**src/rtl/tx_stream_pkg.sv**
```systemverilog
`default_nettype none
// ============================================================================
// Module   : tx_stream_pkg
// Brief    : Shared widths and FSM state encoding for the TX stream reader.
// Revision : 1.0 - initial release
// ============================================================================
package tx_stream_pkg;

    localparam int MEM_AW = 9;   // TX memory word address width (512 words)
    localparam int MEM_DW = 32;  // TX memory word width
    localparam int LEN_W  = 10;  // burst length width, 0..512

    typedef enum logic [1:0] {
        IDLE  = 2'd0,
        ISSUE = 2'd1,
        DRAIN = 2'd2,
        FIN   = 2'd3
    } state_t;

endpackage : tx_stream_pkg
`default_nettype wire

```
**src/rtl/tx_stream_fifo.sv**
```systemverilog
`default_nettype none
// ============================================================================
// Module   : tx_stream_fifo
// Brief    : Synchronous first-word-fall-through FIFO with occupancy count.
//            Head word is visible on rd_data whenever the FIFO is not empty.
// Revision : 1.0 - initial release
// ============================================================================
module tx_stream_fifo #(
    parameter int DEPTH = 8,     // must be a power of two
    parameter int WIDTH = 32
) (
    input  logic                   clk,
    input  logic                   rst,
    input  logic                   wr_en,
    input  logic [WIDTH-1:0]       wr_data,
    input  logic                   rd_en,
    output logic [WIDTH-1:0]       rd_data,
    output logic                   empty,
    output logic [$clog2(DEPTH):0] count
);

    localparam int             AW       = $clog2(DEPTH);
    localparam logic [AW:0]    FULL_CNT = (AW + 1)'(DEPTH);

    logic [WIDTH-1:0] storage [DEPTH];
    logic [AW-1:0]    wr_ptr;
    logic [AW-1:0]    rd_ptr;
    logic             full;
    logic             do_wr;
    logic             do_rd;

    assign empty   = (count == '0);
    assign full    = (count == FULL_CNT);
    assign do_rd   = rd_en && !empty;
    // A write into a full FIFO is only legal when the head is leaving this cycle.
    assign do_wr   = wr_en && (!full || do_rd);
    // Drive zero when empty so the output never shows stale or uninitialised data.
    assign rd_data = empty ? '0 : storage[rd_ptr];

    // Data storage: written only, never reset.
    always_ff @(posedge clk) begin
        if (do_wr) begin
            storage[wr_ptr] <= wr_data;
        end
    end

    // Pointers and occupancy; simultaneous write and read leaves count unchanged.
    always_ff @(posedge clk) begin
        if (rst) begin
            wr_ptr <= '0;
            rd_ptr <= '0;
            count  <= '0;
        end else begin
            if (do_wr) begin
                wr_ptr <= wr_ptr + AW'(1);
            end
            if (do_rd) begin
                rd_ptr <= rd_ptr + AW'(1);
            end
            unique case ({do_wr, do_rd})
                2'b10:   count <= count + (AW + 1)'(1);
                2'b01:   count <= count - (AW + 1)'(1);
                default: count <= count;
            endcase
        end
    end

    // The upstream credit scheme must never push into a full FIFO.
    a_no_overflow : assert property (@(posedge clk) disable iff (rst)
        !(wr_en && full && !rd_en))
        else $error("tx_stream_fifo overflow");

endmodule : tx_stream_fifo
`default_nettype wire

```
**src/rtl/tx_stream_reader.sv**
```systemverilog
`default_nettype none
// ============================================================================
// Module   : tx_stream_reader
// Brief    : Reads a burst of words from the fixed-latency TX memory and
//            presents them as a valid/ready stream. Reads are throttled by a
//            credit count so every word in flight has a guaranteed FIFO slot.
// Revision : 1.0 - initial release
// ============================================================================
module tx_stream_reader
    import tx_stream_pkg::*;
#(
    parameter int PARAM_MEM_LATENCY = 5,
    parameter int PARAM_FIFO_DEPTH  = 8
) (
    input  logic              MEM_CLK,
    input  logic              MEM_RESET,
    input  logic              START,
    input  logic [MEM_AW-1:0] BASE_ADDR,
    input  logic [LEN_W-1:0]  LENGTH,
    output logic              BUSY,
    output logic              DONE,
    output logic [MEM_AW-1:0] MEM_ADDR,
    input  logic [MEM_DW-1:0] MEM_Q,
    output logic [MEM_DW-1:0] OUT_DATA,
    output logic              OUT_VALID,
    input  logic              OUT_READY
);

    localparam int CNT_W = $clog2(PARAM_FIFO_DEPTH + PARAM_MEM_LATENCY + 2) + 1;
    localparam int FC_W  = $clog2(PARAM_FIFO_DEPTH) + 1;

    state_t                       state;
    state_t                       state_next;
    logic [LEN_W-1:0]             length_q;
    logic [LEN_W-1:0]             issue_cnt;   // addresses loaded into MEM_ADDR
    logic [LEN_W-1:0]             xfer_cnt;    // words accepted by the consumer
    logic                         addr_vld;    // MEM_ADDR holds a freshly issued read
    logic [PARAM_MEM_LATENCY-1:0] lat_sr;      // one bit per memory pipeline cycle
    logic [CNT_W-1:0]             inflight;
    logic [FC_W-1:0]              fifo_count;
    logic                         fifo_empty;
    logic                         credit;
    logic                         start_ok;
    logic                         issue;
    logic                         xfer;

    assign start_ok  = (state == IDLE) && START && (LENGTH != '0);
    assign xfer      = OUT_VALID && OUT_READY;
    assign OUT_VALID = !fifo_empty;
    assign BUSY      = (state == ISSUE) || (state == DRAIN);
    assign DONE      = (state == FIN);

    // Count reads that have been issued but not yet landed in the FIFO.
    always_comb begin
        inflight = CNT_W'(addr_vld);
        for (int i = 0; i < PARAM_MEM_LATENCY; i++) begin
            inflight = inflight + CNT_W'(lat_sr[i]);
        end
    end

    // Only issue while every outstanding read still has a reserved FIFO slot.
    assign credit = (inflight + CNT_W'(fifo_count)) < CNT_W'(PARAM_FIFO_DEPTH);
    assign issue  = start_ok || ((state == ISSUE) && credit);

    // FSM state register.
    always_ff @(posedge MEM_CLK) begin
        if (MEM_RESET) begin
            state <= IDLE;
        end else begin
            state <= state_next;
        end
    end

    // FSM next-state logic.
    always_comb begin
        state_next = state;
        unique case (state)
            IDLE: begin
                if (START) begin
                    if (LENGTH == '0) begin
                        state_next = FIN;
                    end else if (LENGTH == LEN_W'(1)) begin
                        state_next = DRAIN;
                    end else begin
                        state_next = ISSUE;
                    end
                end
            end
            ISSUE: begin
                if (credit && (issue_cnt == length_q - LEN_W'(1))) begin
                    state_next = DRAIN;
                end
            end
            DRAIN: begin
                if (xfer && (xfer_cnt == length_q - LEN_W'(1))) begin
                    state_next = FIN;
                end
            end
            FIN:     state_next = IDLE;
            default: state_next = IDLE;
        endcase
    end

    // Burst bookkeeping and the registered read address (wraps modulo 512).
    always_ff @(posedge MEM_CLK) begin
        if (MEM_RESET) begin
            MEM_ADDR  <= '0;
            length_q  <= '0;
            issue_cnt <= '0;
            xfer_cnt  <= '0;
            addr_vld  <= 1'b0;
        end else begin
            addr_vld <= issue;
            if (start_ok) begin
                MEM_ADDR  <= BASE_ADDR;
                length_q  <= LENGTH;
                issue_cnt <= LEN_W'(1);
                xfer_cnt  <= '0;
            end else begin
                if ((state == ISSUE) && credit) begin
                    MEM_ADDR  <= MEM_ADDR + MEM_AW'(1);
                    issue_cnt <= issue_cnt + LEN_W'(1);
                end
                if (xfer) begin
                    xfer_cnt <= xfer_cnt + LEN_W'(1);
                end
            end
        end
    end

    // Valid tracker that mirrors the memory pipeline; its last stage marks MEM_Q valid.
    generate
        if (PARAM_MEM_LATENCY == 1) begin : g_lat_single
            always_ff @(posedge MEM_CLK) begin
                if (MEM_RESET) begin
                    lat_sr <= '0;
                end else begin
                    lat_sr <= addr_vld;
                end
            end
        end else begin : g_lat_multi
            always_ff @(posedge MEM_CLK) begin
                if (MEM_RESET) begin
                    lat_sr <= '0;
                end else begin
                    lat_sr <= {lat_sr[PARAM_MEM_LATENCY-2:0], addr_vld};
                end
            end
        end
    endgenerate

    tx_stream_fifo #(
        .DEPTH (PARAM_FIFO_DEPTH),
        .WIDTH (MEM_DW)
    ) u_fifo (
        .clk     (MEM_CLK),
        .rst     (MEM_RESET),
        .wr_en   (lat_sr[PARAM_MEM_LATENCY-1]),
        .wr_data (MEM_Q),
        .rd_en   (xfer),
        .rd_data (OUT_DATA),
        .empty   (fifo_empty),
        .count   (fifo_count)
    );

    // The buffer must hold a full memory pipeline plus one and be a power of two.
    a_param_legal : assert property (@(posedge MEM_CLK)
        (PARAM_FIFO_DEPTH >= PARAM_MEM_LATENCY + 1) &&
        ((PARAM_FIFO_DEPTH & (PARAM_FIFO_DEPTH - 1)) == 0))
        else $error("tx_stream_reader illegal FIFO depth");

endmodule : tx_stream_reader
`default_nettype wire

```
**config.mk**
```make
export PLATFORM = sky130hd
export DESIGN_NAME = tx_stream_reader
export DESIGN_NICKNAME = d
export VERILOG_FILES = /design/src/rtl/tx_stream_pkg.sv /design/src/rtl/tx_stream_fifo.sv /design/src/rtl/tx_stream_reader.sv
export SDC_FILE = /design/constraint.sdc
export NUM_CORES = 1
export LEC_CHECK = 0
export BUFFER_PORTS_ARGS = -buffer_cell sky130_fd_sc_hd__buf_2
export CORE_AREA = 10 10 154 156
export DETAILED_ROUTE_END_ITERATION = 16
export DIE_AREA = 0 0 164 166
export PLACE_DENSITY = 0.83
export SYNTH_ARGS = -nofsm -noshare
export SYNTH_HDL_FRONTEND = slang
export SYNTH_SLANG_ARGS = --single-unit
export TNS_END_PERCENT = 100
```
**constraint.sdc**
```tcl
create_clock -name MEM_CLK -period 7 [get_ports MEM_CLK]
set_input_delay 0.7 -clock MEM_CLK [delete_from_list [all_inputs] [get_ports MEM_CLK]]
set_output_delay 0.7 -clock MEM_CLK [all_outputs]
set_load 0.01 [all_outputs]
```
==> run summary <==
The sort of element at the end of the critical path is an output pin. The Yosys step of the flow raised 0 warnings. The achievable frequency is 270.2 MHz. The number of global-route vias before repair came out at 7492.

The final worst clock skew came out at 0.01959 ns. Measured along the x axis, the die boundary spans 164 um. After clock tree synthesis, the repair step resized 0 gates. In this run, the clock network consumes 38.4% of the power. The number of endpoints failing setup at the final stage came out at 0. The number of routed nets with antenna violations is 0. In the layout the commonest cells are 256 x sky130_fd_sc_hd__edfxtp_1, 98 x sky130_fd_sc_hd__buf_2, 90 x sky130_fd_sc_hd__nor2_1, 64 x sky130_fd_sc_hd__mux4_2, 57 x sky130_fd_sc_hd__dfxtp_1. The number of H-tree branching levels is 1. The shortest clock period the worst path allows after layout came out at 3.701 ns. The slew of the pin with the lowest slew margin is 1.146 ns. The count of flip-flops with a built-in enable after synthesis is 256. The ratio of routed vias to standard cells came out at 6.023. The arrival time of the worst setup path is 3.00 ns. The synthesized net count came out at 878. The power spent charging and discharging nets is 0.0009846 W. Yosys mapped the design onto 55 distinct sky130hd cell types. The count of buffers added on input and output ports is 98. The number of antenna violations at the first check in global routing is 4.

The instance count of the mapped netlist came out at 802. For this configuration, the core starts out at a cell density of 62.97%. The maximum fanout along the worst path came out at 50. The critical path is of the flop to output pin type. The initialized floorplan defines 53 standard-cell rows.

In this run the count of I/O pins placed on the die edge is 99. Counting the buffers created by CTS gives 30. The flow ran to the end, and the final reports show no timing, DRC or antenna violations. VDD sags by at most 192.0 uV. The leakage component of the power is 5.030 nW. The floorplan step defined a die boundary enclosing 27220 um^2. The proportion of layout cells with a drive suffix above 1 came out at 25.70%. The net count of the finished layout is 982. The vertical extent of the die is 166 um. The global placer's final weighted congestion came out at 0.8866.

The insertion delay of the later-clocked pin in the worst-skew pair is 0.55 ns. The internal cell power came out at 0.003183 W. The max-slew violation total from the final report came out at 0. The tree is rooted in a sky130_fd_sc_hd__clkbuf_16. The slowest stage of the critical path belongs to the cell sky130_fd_sc_hd__buf_4. Post-CTS timing repair inserted 0 buffers for setup. The share of async-settable or async-resettable flops after synthesis came out at 0%.

The most common cell after layout, fill and taps aside is sky130_fd_sc_hd__edfxtp_1. In this run the mean area of a mapped cell was 16.24 um^2. The total power per unit cell area is 280.2 nW/um^2. The clock-pin transition on the worst setup and hold timing paths came out at 0.07 ns. TritonCTS built the clock tree. The biggest cell delay along the critical path is 0.77 ns. The post-detailed-routing wire length came out at 27300 um.

Setup repair after global routing left no endpoint under its margin. The area of combinational cells with multiple inputs came out at 3978 um^2. The area fraction of the dominant cell type after synthesis came out at 59.01%. The region available for standard cell placement spans 20690 um^2. The detailed placer's ending HPWL is 15660 um. In this run, synthesis produced a sequential element count of 316.

Global routing used 19.73% of the available tracks across all layers. The number of buffers added to fix hold violations after cts is 0. The average wire per standard cell came out at 22.60 um. The total of max-cap violations came out at 0. The count of routing violations after the opening detailed-route iteration is 642. After synthesis the cells add up to 13030 um^2. The slack of the critical path came out at 3.299 ns. The layout overhead on the synthesized area is 14.19%. The share of power burned in combinational logic is 10.7%. Counting along the longest clock path gives a buffer depth of 3. Traced cell by cell, the critical path runs through buf_4 > mux4_2 > mux2i_1 > nor2_1 > buf_2. The required arrival time at the worst endpoint came out at 6.30 ns. The final number of hold-violating endpoints was 0. The switching part of the total power came out at 23.62%. The share of total power dissipated in sequential elements is 50.9%. The headroom to the max-slew limit came out at 23.45%.

The pin count of the biggest net entering global routing came out at 65. The worst setup timing slack at the placement stage came out at 3.459 ns. Setup total negative slack on the finished layout was measured at 0 ns. For this run, the leading register cell type out of synthesis is sky130_fd_sc_hd__edfxtp_1. Before antenna repair, the detailed router went through 5 iterations. The share of the clock period used by the worst path came out at 52.87%. The global-route wire length before repair came out at 42550 um. After synthesis, the cell types taking the most area are sky130_fd_sc_hd__edfxtp_1 59%, sky130_fd_sc_hd__mux4_2 11%, sky130_fd_sc_hd__dfxtp_1 9.2%. The sequential cell area in the final layout came out at 8895 um^2. The total number of clock tree sinks is 316. The fill cell total of the finished layout came out at 1230. STA classifies the critical path startpoint as a flop.

The number of vias after detailed routing came out at 7276. For this run, the register share of the synthesized area comes to 68.23%. sky130_fd_sc_hd__edfxtp_1 takes more of the synthesized area than any other cell. The residual overflow from global routing is 0. The class of the worst hold path is primary input to flop. The remaining routing DRC violations came out at 0.
==> synthesized netlist by cell type (2+ instances only) <==
master / count
sky130_fd_sc_hd__o21ai_0: 9
sky130_fd_sc_hd__a21o_1: 3
sky130_fd_sc_hd__a211oi_1: 11
sky130_fd_sc_hd__mux2i_1: 45
sky130_fd_sc_hd__o211ai_1: 3
sky130_fd_sc_hd__a211o_1: 2
sky130_fd_sc_hd__xor2_1: 26
sky130_fd_sc_hd__edfxtp_1: 256
sky130_fd_sc_hd__xnor2_1: 18
sky130_fd_sc_hd__nor2b_1: 8
sky130_fd_sc_hd__a31oi_1: 2
sky130_fd_sc_hd__inv_1: 17
sky130_fd_sc_hd__nand2_1: 26
sky130_fd_sc_hd__and4_1: 2
sky130_fd_sc_hd__o41ai_1: 2
sky130_fd_sc_hd__nand2b_1: 6
sky130_fd_sc_hd__nor4_1: 6
sky130_fd_sc_hd__buf_2: 3
sky130_fd_sc_hd__or3_1: 4
sky130_fd_sc_hd__fa_1: 3
sky130_fd_sc_hd__nor2_1: 96
sky130_fd_sc_hd__a21oi_1: 19
sky130_fd_sc_hd__mux4_2: 64
sky130_fd_sc_hd__nand3_1: 15
sky130_fd_sc_hd__nand4_1: 7
sky130_fd_sc_hd__or4_1: 3
sky130_fd_sc_hd__nor3_1: 6
sky130_fd_sc_hd__buf_1: 11
sky130_fd_sc_hd__ha_1: 18
sky130_fd_sc_hd__clkbuf_1: 21
sky130_fd_sc_hd__dfxtp_1: 60
sky130_fd_sc_hd__and3_1: 7
==> cells by family after synthesis <==
logic type                 count (synthesis)  synth area share [%]
buffers and inverters                     55                 1.710
adders and majority gates                 21                 2.190
xor gates and xnor gates                  45                 3.131
DFF                                      316                 68.23
and+or+nand+nor                          194                 7.107
muxes                                    109                 14.52
AOI/OAI and AO/OA                         62                 3.112
==> through the flow <==
| stage | utilization, % | hold WS, ns | area (um^2) | power (W) | cells |
|---|---|---|---|---|---|
| after CTS | 71.86 | 0.4001 | 14870 | 0.004187 | 1205 |
| final | 71.90 | 0.4144 | 14880 | 0.004168 | 1208 |
| after global placement | 66.99 | 0.4689 | 13860 | 0.002591 | 1149 |
| after floorplan | - | 0.4394 | 13030 | 0.002479 | 802 |
| after detailed placement | 66.99 | 0.4726 | 13860 | 0.002604 | 1149 |
| after global routing | 71.89 | 0.4168 | 14870 | 0.004316 | 1207 |
==> layer usage <==
metal / track usage [%] / routed length (um)
met1: 26.16 / 10890
met4: 5.325 / 574
met3: 3.917 / 2018
met2: 32.61 / 13800
met5: 0 / 13
==> sequential cells by signal, summed over array words and instances (netlist names), named ones only <==
register and count:
u_fifo.storage 256, addr_vld 1, u_fifo.rd_ptr 3, state 2, issue_cnt 10, u_fifo.count 4
lat_sr 5, xfer_cnt 10, u_fifo.wr_ptr 3, length_q 10, MEM_ADDR 9
==> worst paths after layout <==
path | from | end | slack, ns | cells past startpoint
max | flop | OUT_DATA[10] | 3.30 | 5
min | LENGTH[1] | length_q[1] | 0.41 | 3
max reg2reg | addr_vld | MEM_ADDR[8] | 3.46 | 12
min reg2reg | lat_sr[3] | lat_sr[4] | 0.47 | 1
==> cell type report <==
type / count / area share, %
Timing Repair Buffer: 110 / 3.903
Clock buffer: 44 / 6.249
Tap cell: 275 / 2.313
Inverter: 17 / 0.4290
Multi-Input combinational cell: 431 / 26.74
Clock inverter: 12 / 0.5215
Antenna cell: 3 / 0.05047
Sequential cell: 316 / 59.79
==> power groups by stage <==
stage | Sequential (W) | Combinational [W] | Clock [W]
after CTS | 0.00212 | 0.000449 | 0.00162
after floorplan | 0.00215 | 0.000333 | 0
after global placement | 0.00216 | 0.000433 | 0
after detailed placement | 0.00216 | 0.000445 | 0
final | 0.00212 | 0.000448 | 0.00160
after global routing | 0.00213 | 0.000497 | 0.00169
==> worst max-delay path: cells and delay by family (launching register included) <==
family | cells | cell delay, ns
simple gates | 1 | 0.07
buf+inv | 2 | 0.93
flops | 1 | 0.53
mux | 2 | 0.86
No activity file was read; power rests on OpenSTA's default activity.
